`src/rtl/ps2_mouse_cursor.sv`:
```
// ps2_mouse_cursor: decodes standard 3-byte PS/2 mouse packets and tracks a clamped
// screen-space cursor.
//
// Ports:
//   CLOCK_50   system clock
//   resetn     asynchronous active-low reset
//   enable     1: movement applied; 0: x/y frozen (packets still parsed)
//   recenter   synchronous; loads X_INIT/Y_INIT into the cursor
//   rx_data    received PS/2 byte
//   rx_valid   one-cycle strobe qualifying rx_data
//   x, y       cursor position, clamped to [0, X_MAX] / [0, Y_MAX]
//   buttons    button levels: [0] left, [1] right, [2] middle
//   click      one-cycle pulse per rising button edge, only after a commit
//   pkt_valid  one-cycle pulse per committed packet
//   sync_err   one-cycle pulse on a discarded header byte or an inter-byte timeout
//   state      packet FSM state (0 WAIT_B0, 1 WAIT_B1, 2 WAIT_B2)
module ps2_mouse_cursor #(
  parameter int unsigned X_W         = 9,
  parameter int unsigned Y_W         = 9,
  parameter int unsigned X_MAX       = 319,
  parameter int unsigned Y_MAX       = 239,
  parameter int unsigned X_INIT      = 160,
  parameter int unsigned Y_INIT      = 120,
  parameter int unsigned SHIFT       = 0,
  parameter bit          INVERT_Y    = 1'b1,
  parameter int unsigned TIMEOUT_CYC = 1000000
) (
  input  logic           CLOCK_50,
  input  logic           resetn,
  input  logic           enable,
  input  logic           recenter,
  input  logic [7:0]     rx_data,
  input  logic           rx_valid,
  output logic [X_W-1:0] x,
  output logic [Y_W-1:0] y,
  output logic [2:0]     buttons,
  output logic [2:0]     click,
  output logic           pkt_valid,
  output logic           sync_err,
  output logic [1:0]     state
);

  // Two guard bits: one for the sign, one so MAX + 255 cannot wrap.
  localparam int unsigned W    = ((X_W > Y_W) ? X_W : Y_W) + 2;
  localparam int unsigned CntW = (TIMEOUT_CYC > 2) ? $clog2(TIMEOUT_CYC) : 1;

  localparam logic [CntW-1:0]   CntLast = CntW'(TIMEOUT_CYC - 1);
  localparam logic signed [W-1:0] XMaxS = W'(X_MAX);
  localparam logic signed [W-1:0] YMaxS = W'(Y_MAX);

  typedef enum logic [1:0] {
    StWaitB0 = 2'd0,
    StWaitB1 = 2'd1,
    StWaitB2 = 2'd2
  } state_e;

  state_e          state_q, state_d;
  logic [CntW-1:0] cnt_q, cnt_d;
  // Header byte without the always-one bit 3: {yovf, xovf, ysign, xsign, btn[2:0]}.
  logic [6:0]      b0_q, b0_d;
  logic [7:0]      b1_q, b1_d;
  logic [X_W-1:0]  x_q, x_d;
  logic [Y_W-1:0]  y_q, y_d;
  logic [2:0]      btn_q, btn_d;
  logic [2:0]      click_q, click_d;
  logic            pkt_valid_q;
  logic            sync_err_q, sync_err_d;
  logic            commit;

  // Packet framing and inter-byte timeout.
  always_comb begin
    state_d    = state_q;
    cnt_d      = '0;
    b0_d       = b0_q;
    b1_d       = b1_q;
    commit     = 1'b0;
    sync_err_d = 1'b0;
    unique case (state_q)
      StWaitB0: begin
        if (rx_valid) begin
          if (rx_data[3]) begin
            b0_d    = {rx_data[7:4], rx_data[2:0]};
            state_d = StWaitB1;
          end else begin
            sync_err_d = 1'b1;
          end
        end
      end
      StWaitB1, StWaitB2: begin
        if (rx_valid) begin
          // A byte arriving on the expiry cycle still wins.
          if (state_q == StWaitB1) begin
            b1_d    = rx_data;
            state_d = StWaitB2;
          end else begin
            commit  = 1'b1;
            state_d = StWaitB0;
          end
        end else if (cnt_q == CntLast) begin
          state_d    = StWaitB0;
          sync_err_d = 1'b1;
        end else begin
          cnt_d = cnt_q + CntW'(1);
        end
      end
      default: state_d = StWaitB0;
    endcase
  end

  // Movement datapath; byte2 is consumed straight from rx_data on the commit edge.
  logic signed [8:0]   dx9, dy9, dx_sh, dy_sh;
  logic signed [W-1:0] dx_ext, dy_ext, x_sum, y_sum;
  logic [X_W-1:0]      x_clamp;
  logic [Y_W-1:0]      y_clamp;

  always_comb begin
    dx9    = b0_q[5] ? 9'sd0 : $signed({b0_q[3], b1_q});
    dy9    = b0_q[6] ? 9'sd0 : $signed({b0_q[4], rx_data});
    dx_sh  = dx9 >>> SHIFT;
    dy_sh  = dy9 >>> SHIFT;
    dx_ext = W'(dx_sh);
    dy_ext = W'(dy_sh);
    x_sum  = $signed(W'(x_q)) + dx_ext;
    if (INVERT_Y) begin
      y_sum = $signed(W'(y_q)) - dy_ext;
    end else begin
      y_sum = $signed(W'(y_q)) + dy_ext;
    end

    if (x_sum[W-1]) begin
      x_clamp = '0;
    end else if (x_sum > XMaxS) begin
      x_clamp = X_W'(X_MAX);
    end else begin
      x_clamp = x_sum[X_W-1:0];
    end

    if (y_sum[W-1]) begin
      y_clamp = '0;
    end else if (y_sum > YMaxS) begin
      y_clamp = Y_W'(Y_MAX);
    end else begin
      y_clamp = y_sum[Y_W-1:0];
    end
  end

  // Recenter outranks a coincident commit's movement but not its buttons.
  always_comb begin
    x_d     = x_q;
    y_d     = y_q;
    btn_d   = btn_q;
    click_d = 3'b000;
    if (recenter) begin
      x_d = X_W'(X_INIT);
      y_d = Y_W'(Y_INIT);
    end else if (commit && enable) begin
      x_d = x_clamp;
      y_d = y_clamp;
    end
    if (commit) begin
      btn_d   = b0_q[2:0];
      click_d = b0_q[2:0] & ~btn_q;
    end
  end

  always_ff @(posedge CLOCK_50 or negedge resetn) begin
    if (!resetn) begin
      state_q     <= StWaitB0;
      cnt_q       <= '0;
      b0_q        <= '0;
      b1_q        <= '0;
      x_q         <= X_W'(X_INIT);
      y_q         <= Y_W'(Y_INIT);
      btn_q       <= '0;
      click_q     <= '0;
      pkt_valid_q <= 1'b0;
      sync_err_q  <= 1'b0;
    end else begin
      state_q     <= state_d;
      cnt_q       <= cnt_d;
      b0_q        <= b0_d;
      b1_q        <= b1_d;
      x_q         <= x_d;
      y_q         <= y_d;
      btn_q       <= btn_d;
      click_q     <= click_d;
      pkt_valid_q <= commit;
      sync_err_q  <= sync_err_d;
    end
  end

  assign x         = x_q;
  assign y         = y_q;
  assign buttons   = btn_q;
  assign click     = click_q;
  assign pkt_valid = pkt_valid_q;
  assign sync_err  = sync_err_q;
  assign state     = state_q;

endmodule
```
`config.mk`:
```
export PLATFORM = sky130hd
export DESIGN_NAME = ps2_mouse_cursor
export DESIGN_NICKNAME = d
export VERILOG_FILES = /design/src/rtl/ps2_mouse_cursor.sv
export SDC_FILE = /design/constraint.sdc
export NUM_CORES = 1
export LEC_CHECK = 0
export ABC_AREA = 1
export CAP_MARGIN = 20
export CORE_MARGIN = 2
export CORE_UTILIZATION = 60
export CTS_CLUSTER_SIZE = 24
export DETAILED_ROUTE_END_ITERATION = 12
export DONT_BUFFER_PORTS = 1
export PLACE_DENSITY = 0.76
export SLEW_MARGIN = 25
export SYNTH_ARGS = -nofsm -noshare
export SYNTH_HDL_FRONTEND = slang
export SYNTH_SLANG_ARGS = --single-unit
```
`constraint.sdc`:
```
create_clock -name CLOCK_50 -period 2.9 [get_ports CLOCK_50]
set_input_delay 0.87 -clock CLOCK_50 [delete_from_list [all_inputs] [get_ports CLOCK_50]]
set_output_delay 0.87 -clock CLOCK_50 [all_outputs]
set_load 0.02 [all_outputs]
```
==> results.json, run 1 <==
{
  "crit_path_end_kind": "flop",
  "avgSynthCellArea_um2": 7.386,
  "fp.dieW_um": 86.14,
  "dieHeight_um": 86.14,
  "io_pins": 41,
  "antenna_found_initial": 0,
  "synth_edf_count": 0,
  "synthTopCellsByArea": "dfrtp_1, nand2_1, ha_1, inv_1, nor2_1",
  "core_region_area_um2": 6422,
  "crit_fanout": 10,
  "ys_seq_area_share_pct": 39.13,
  "gp_congestion": 0.9151,
  "io_buffers": 0,
  "grt_max_degree": 64,
  "total_leakage_power_nw": 2.246,
  "antenna_left": 0,
  "yosys.area.top_type": "dfrtp_1",
  "vias_per_cell": 5.313,
  "rr_startpoint": "b0_q[5]$_DFFE_PN0P_",
  "synth_top_area_share_pct": 35.24,
  "dpl_cell_area_um2": 4121,
  "hpwl_um": 6428,
  "synthCells": 548,
  "fin_worst_skew_ns": 0.01530,
  "stdcell_count": 636,
  "routed_wl_um": 8553,
  "rows": 29,
  "nets": 593,
  "drt_iter0_drc": 156,
  "drc": 0,
  "synth-async-reset-ratio_pct": 100.0,
  "yosysUniqueCellTypes": 37,
  "dp_cells": 620,
  "finalCriticalPeriod_ns": 2.479,
  "drive_above_1_share_pct": 10.73,
  "design_area_um2": 4348,
  "finalPower_mw": 4.143,
  "min_path_type": "primary input to asynchronous set/reset pin",
  "path_cells": "nor2_1 > ha_1 > fa_1 > nand3_1 > nand2_1 > nand2_1 > nand3b_1 > nand2_1 > nand2_1 > nand2_1 > nand2_2 > nand2_2 > nand2_1 > nand2_1 > nand2_1",
  "cts_tree": "done",
  "status": "completed",
  "cap_viol_max_count": 0,
  "cpMaxStageDelayCell": "dfrtp_1",
  "grt_pass1_vias": 3204,
  "fin_crit_sh_pct": 85.48,
  "r2r-end": "x[3]$_DFFE_PN0P_",
  "synth_most_common_cell": "nand2_1",
  "initial_core_util_pct": 63.02,
  "required_ns": 3.13,
  "vias": 3379,
  "setup_violations": 0,
  "grt_pass1_wl_um": 14580,
  "fmax_mhz": 403.4,
  "cp_data_arrival_time_ns": 2.71,
  "whs_ns": 0.2200,
  "multi_input_area_um2": 2145,
  "syn-num-nets": 587,
  "grt.overflow.total": 0,
  "clock-sinks": 63,
  "synth_common_cells": "nand2_1, inv_1, nor2_1",
  "maxSlewHeadroom_pct": 67.32,
  "postCtsSetupRepairBufs": 0,
  "timing.reg2reg.setup_slack_ns": 0.42,
  "synthFlopType": "dfrtp_1",
  "path_clk_slew_ns": 0.08,
  "start_kind": "flop",
  "cts_resized": 0,
  "htree_levels": 3,
  "seqCellArea_um2": 1584,
  "wire_per_inst_um": 13.45,
  "critPathMaxStageDelay_ns": 0.53,
  "clock_latency_ns": 0.33,
  "area_growth_syn_to_layout_pct": 7.419,
  "hold_violations": 0,
  "rr_worst_depth": 15,
  "cts_hold_buf": 0,
  "clk_path_buf_depth": 2,
  "power.density_nw_per_um2": 952.9,
  "cts_buffers": 9,
  "synth-seq-cells": 63,
  "ir_drop_mv": 0.5736,
  "fillCellCount": 549,
  "rsz0062_at_grt": "no",
  "finalSetupTns_ns": 0,
  "crit_type": "flop to flop",
  "yosysWarnings": 0,
  "die-area_um2": 7419,
  "worstMarginPinSlew_ns": 0.4891,
  "first_pass_iters": 4,
  "timing.final.max_slew_violations": 0,
  "grt_use_total_pct": 24.75,
  "num_antenna_cells": 0,
  "cts_root_buffer": "clkbuf_8",
  "cp_common_cell": "nand2_1",
  "synth.cell_area_um2": 4048
}
[critical path: cells and delay by family, from the launching register on]
kind                       cells  cell delay (ns)
DFF                            1             0.53
adders and majority gates      2             0.68
and+or+nand+nor               13             1.17
[worst max path at each step]
stage                   startpoint                to  slack [ns]  cells after the start
6_report       b0_q[5]$_DFFE_PN0P_  x[3]$_DFFE_PN0P_        0.42                     15
2_1_floorplan           rx_data[0]  y[2]$_DFFE_PN0P_        0.37                     17
3_5_place_dp            rx_data[0]  y[2]$_DFFE_PN0P_        0.15                     17
5_1_grt        b0_q[5]$_DFFE_PN0P_  x[3]$_DFFE_PN0P_        0.21                     15
3_3_place_gp            rx_data[0]  y[0]$_DFFE_PN0P_        0.21                     17
4_1_cts        b0_q[5]$_DFFE_PN0P_  x[3]$_DFFE_PN0P_        0.43                     15
[final cells by class]
type / count / area share [%]
multi-input cells: 401 / 49.32
flip-flops and latches: 63 / 36.43
inverters: 79 / 6.820
clock buffers: 9 / 2.849
clock inverters: 7 / 2.360
well taps: 77 / 2.216
[flip-flops by register name (all words and copies together), names as in the netlist]
signal and cells:
cnt_q 20, y 9, sync_err 1, x 9, pkt_valid 1, buttons 3, b0_q 7, b1_q 8
state 2, click 3
[stage by stage]
| stage | setup slack (ns) | utilization [%] |
|---|---|---|
| after global routing | 0.2052 | 67.70 |
| after detailed placement | 0.1492 | 64.17 |
| after floorplan | 0.3684 | - |
| after CTS | 0.4317 | 67.70 |
| final | 0.4210 | 67.70 |
| after global placement | 0.2132 | 64.17 |
[logic make-up after synthesis]
logic type / after synthesis / synth area share, %
DFF: 63 / 39.13
and+or+nand+nor: 306 / 34.25
buffers and inverters: 84 / 7.882
adders and majority gates: 26 / 8.408
xor gates and xnor gates: 12 / 2.597
AOI/OAI and AO/OA: 57 / 7.728
[routing by layer]
metal	share of wire [%]	wire, um	global-route usage, %
met1	46	3903	33.00
met2	48	4135	40.73
met3	4.3	365	4.812
met4	1.7	148	7.937
met5	0	0	0
[layout by cell type (no fill, tap or decap), types with 7 or more instances in the layout]
master | synthesis | final
o21ai_0 | 26 | 26
xor2_1 | 7 | 7
a21oi_1 | 18 | 18
nand3_1 | 30 | 30
nand2_1 | 174 | 174
nor2_4 | 7 | 7
dfrtp_1 | 57 | 57
nand2_2 | 8 | 8
inv_1 | 73 | 73
ha_1 | 24 | 24
nor2_1 | 58 | 58
clkbuf_8 | 0 | 9
nand4_1 | 10 | 10
[where the power goes]
part / switching (mW) / leakage [nW] / internal (mW)
registers: 0.283 / 0.829 / 1.10
clock network: 0.378 / 0.111 / 0.494
logic: 1.24 / 1.31 / 0.655
Power figures use the tool's default switching activity.
==> run 2: changes to the inputs <==
--- a/config.mk
+++ b/config.mk
@@ -13,6 +13,7 @@
 export DETAILED_ROUTE_END_ITERATION = 12
 export DONT_BUFFER_PORTS = 1
 export PLACE_DENSITY = 0.76
+export REMOVE_ABC_BUFFERS = 1
 export SLEW_MARGIN = 25
 export SYNTH_ARGS = -nofsm -noshare
 export SYNTH_HDL_FRONTEND = slang
==> results.json, run 2 (synthesis results as in run 1) <==
{
  "status": "completed",
  "drive_above_1_share_pct": 10.73,
  "num_antenna_cells": 0,
  "postCtsSetupRepairBufs": 0,
  "final_util_pct": 67.70,
  "io_pins": 41,
  "power.density_nw_per_um2": 955.0,
  "start_kind": "flop",
  "grt_pass1_vias": 3358,
  "grt_max_degree": 64,
  "clock_latency_ns": 0.35,
  "mostFrequentLayoutCells": "nand2_1, inv_1, nor2_1",
  "stdcell_count": 636,
  "wire_per_inst_um": 13.59,
  "antenna_left": 0,
  "hpwl_um": 6565,
  "drt_iter0_drc": 194,
  "core_region_area_um2": 6422,
  "fin_crit_sh_pct": 84.41,
  "grt.overflow.total": 0,
  "grt_pass1_wl_um": 14970,
  "crit_type": "flop to flop",
  "finalSetupTns_ns": 0,
  "clock-sinks": 63,
  "setup_violations": 0,
  "gp_congestion": 0.9169,
  "cts_hold_buf": 0,
  "fmax_mhz": 408.5,
  "fin_worst_skew_ns": 0.006208,
  "dpl_cell_area_um2": 4121,
  "maxSlewHeadroom_pct": 65.81,
  "clk_path_buf_depth": 2,
  "timing.final.max_slew_violations": 0,
  "worstMarginPinSlew_ns": 0.5114,
  "area_growth_syn_to_layout_pct": 7.419,
  "largest-register": "cnt_q",
  "path_clk_slew_ns": 0.08,
  "cts_root_buffer": "clkbuf_8",
  "min_path_type": "primary input to asynchronous set/reset pin",
  "required_ns": 3.15,
  "crit_path_end_kind": "flop",
  "largest_reg_flops": 20,
  "final_common_cell": "nand2_1",
  "cap_viol_max_count": 0,
  "dieHeight_um": 86.14,
  "die-area_um2": 7419,
  "cts_buffers": 9,
  "crit_fanout": 8,
  "dp_cells": 620,
  "htree_levels": 3,
  "vias_per_cell": 5.420,
  "design_area_um2": 4348,
  "vias": 3447,
  "finalCriticalPeriod_ns": 2.448,
  "drc": 0,
  "rsz0062_at_grt": "no",
  "grt_use_total_pct": 25.61,
  "hold_violations": 0,
  "total_leakage_power_nw": 2.246,
  "io_buffers": 0,
  "cp_data_arrival_time_ns": 2.70,
  "antenna_found_initial": 0,
  "fp.dieW_um": 86.14,
  "ir_drop_mv": 0.5013,
  "first_pass_iters": 5,
  "cts_resized": 0,
  "routed_wl_um": 8645,
  "nets": 593,
  "initial_core_util_pct": 63.02,
  "cts_tree": "done",
  "rows": 29
}
-- run 2: cell counts in the layout (fill, tap and decap cells not counted) --
Identical to the previous run, type by type.
-- run 2: power by group --
group | leakage (nW) | internal, mW | switching, mW
Sequential | 0.829 | 1.10 | 0.278
Clock | 0.111 | 0.494 | 0.387
Combinational | 1.31 | 0.654 | 1.24
Total | 2.25 | 2.24 | 1.91
-- run 2: path summary, 6_finish.rpt --
| kind | startpoint | to | slack [ns] | depth (start not counted) |
|---|---|---|---|---|
| max | b0_q[6]$_DFFE_PN0P_ | y[0]$_DFFE_PN0P_ | 0.45 | 15 |
| min | resetn | y[7]$_DFFE_PN0P_ | 0.21 | 0 |
| max reg2reg | b0_q[6]$_DFFE_PN0P_ | y[0]$_DFFE_PN0P_ | 0.45 | 15 |
| min reg2reg | b0_q[3]$_DFFE_PN0P_ | b0_q[3]$_DFFE_PN0P_ | 0.49 | 2 |
| max in group asynchronous | resetn | y[4]$_DFFE_PN1P_ | 2.48 | 0 |
| min in group CLOCK_50 | b0_q[3]$_DFFE_PN0P_ | b0_q[3]$_DFFE_PN0P_ | 0.49 | 2 |
-- run 2: stage by stage --
stage | power, mW | hold slack [ns] | worst slack [ns]
floorplan | 2.851 | 0.4524 | 0.3684
global placement | 3.211 | 0.4654 | 0.1950
detailed placement | 3.264 | 0.4733 | 0.1154
CTS | 4.159 | 0.1870 | 0.4643
global route | 4.516 | 0.1930 | 0.2062
finish | 4.152 | 0.2070 | 0.4521
-- run 2: worst max-delay path, cell delays in order, from the launching register on --
cell and delay, ns:
dfrtp_1 0.40, inv_1 0.22, nand2_1 0.22, ha_1 0.36, inv_1 0.12, nand2_1 0.06, nor2_1 0.15, nand3_1 0.14
nand4_1 0.13, nand2_1 0.06, nor2_1 0.12, nand2_2 0.10, nand2_2 0.11, nand2_1 0.06, nand2_1 0.06, nand2_1 0.04
-- run 2: per-layer routing --
layer | routed length [um] | share of wire, % | track usage (%)
met1 | 3840 | 44 | 33.35
met2 | 4267 | 49 | 41.51
met3 | 441 | 5.1 | 4.812
met4 | 96 | 1.1 | 11.54
met5 | 0 | 0 | 0
-- run 2: final cells by class --
class,instances,area (um^2)
Sequential cell,63,1584
Fill cell,555,2074
Multi-Input combinational cell,401,2145
Clock buffer,9,123.9
Tap cell,77,96.34
Clock inverter,7,102.6
Inverter,79,296.5
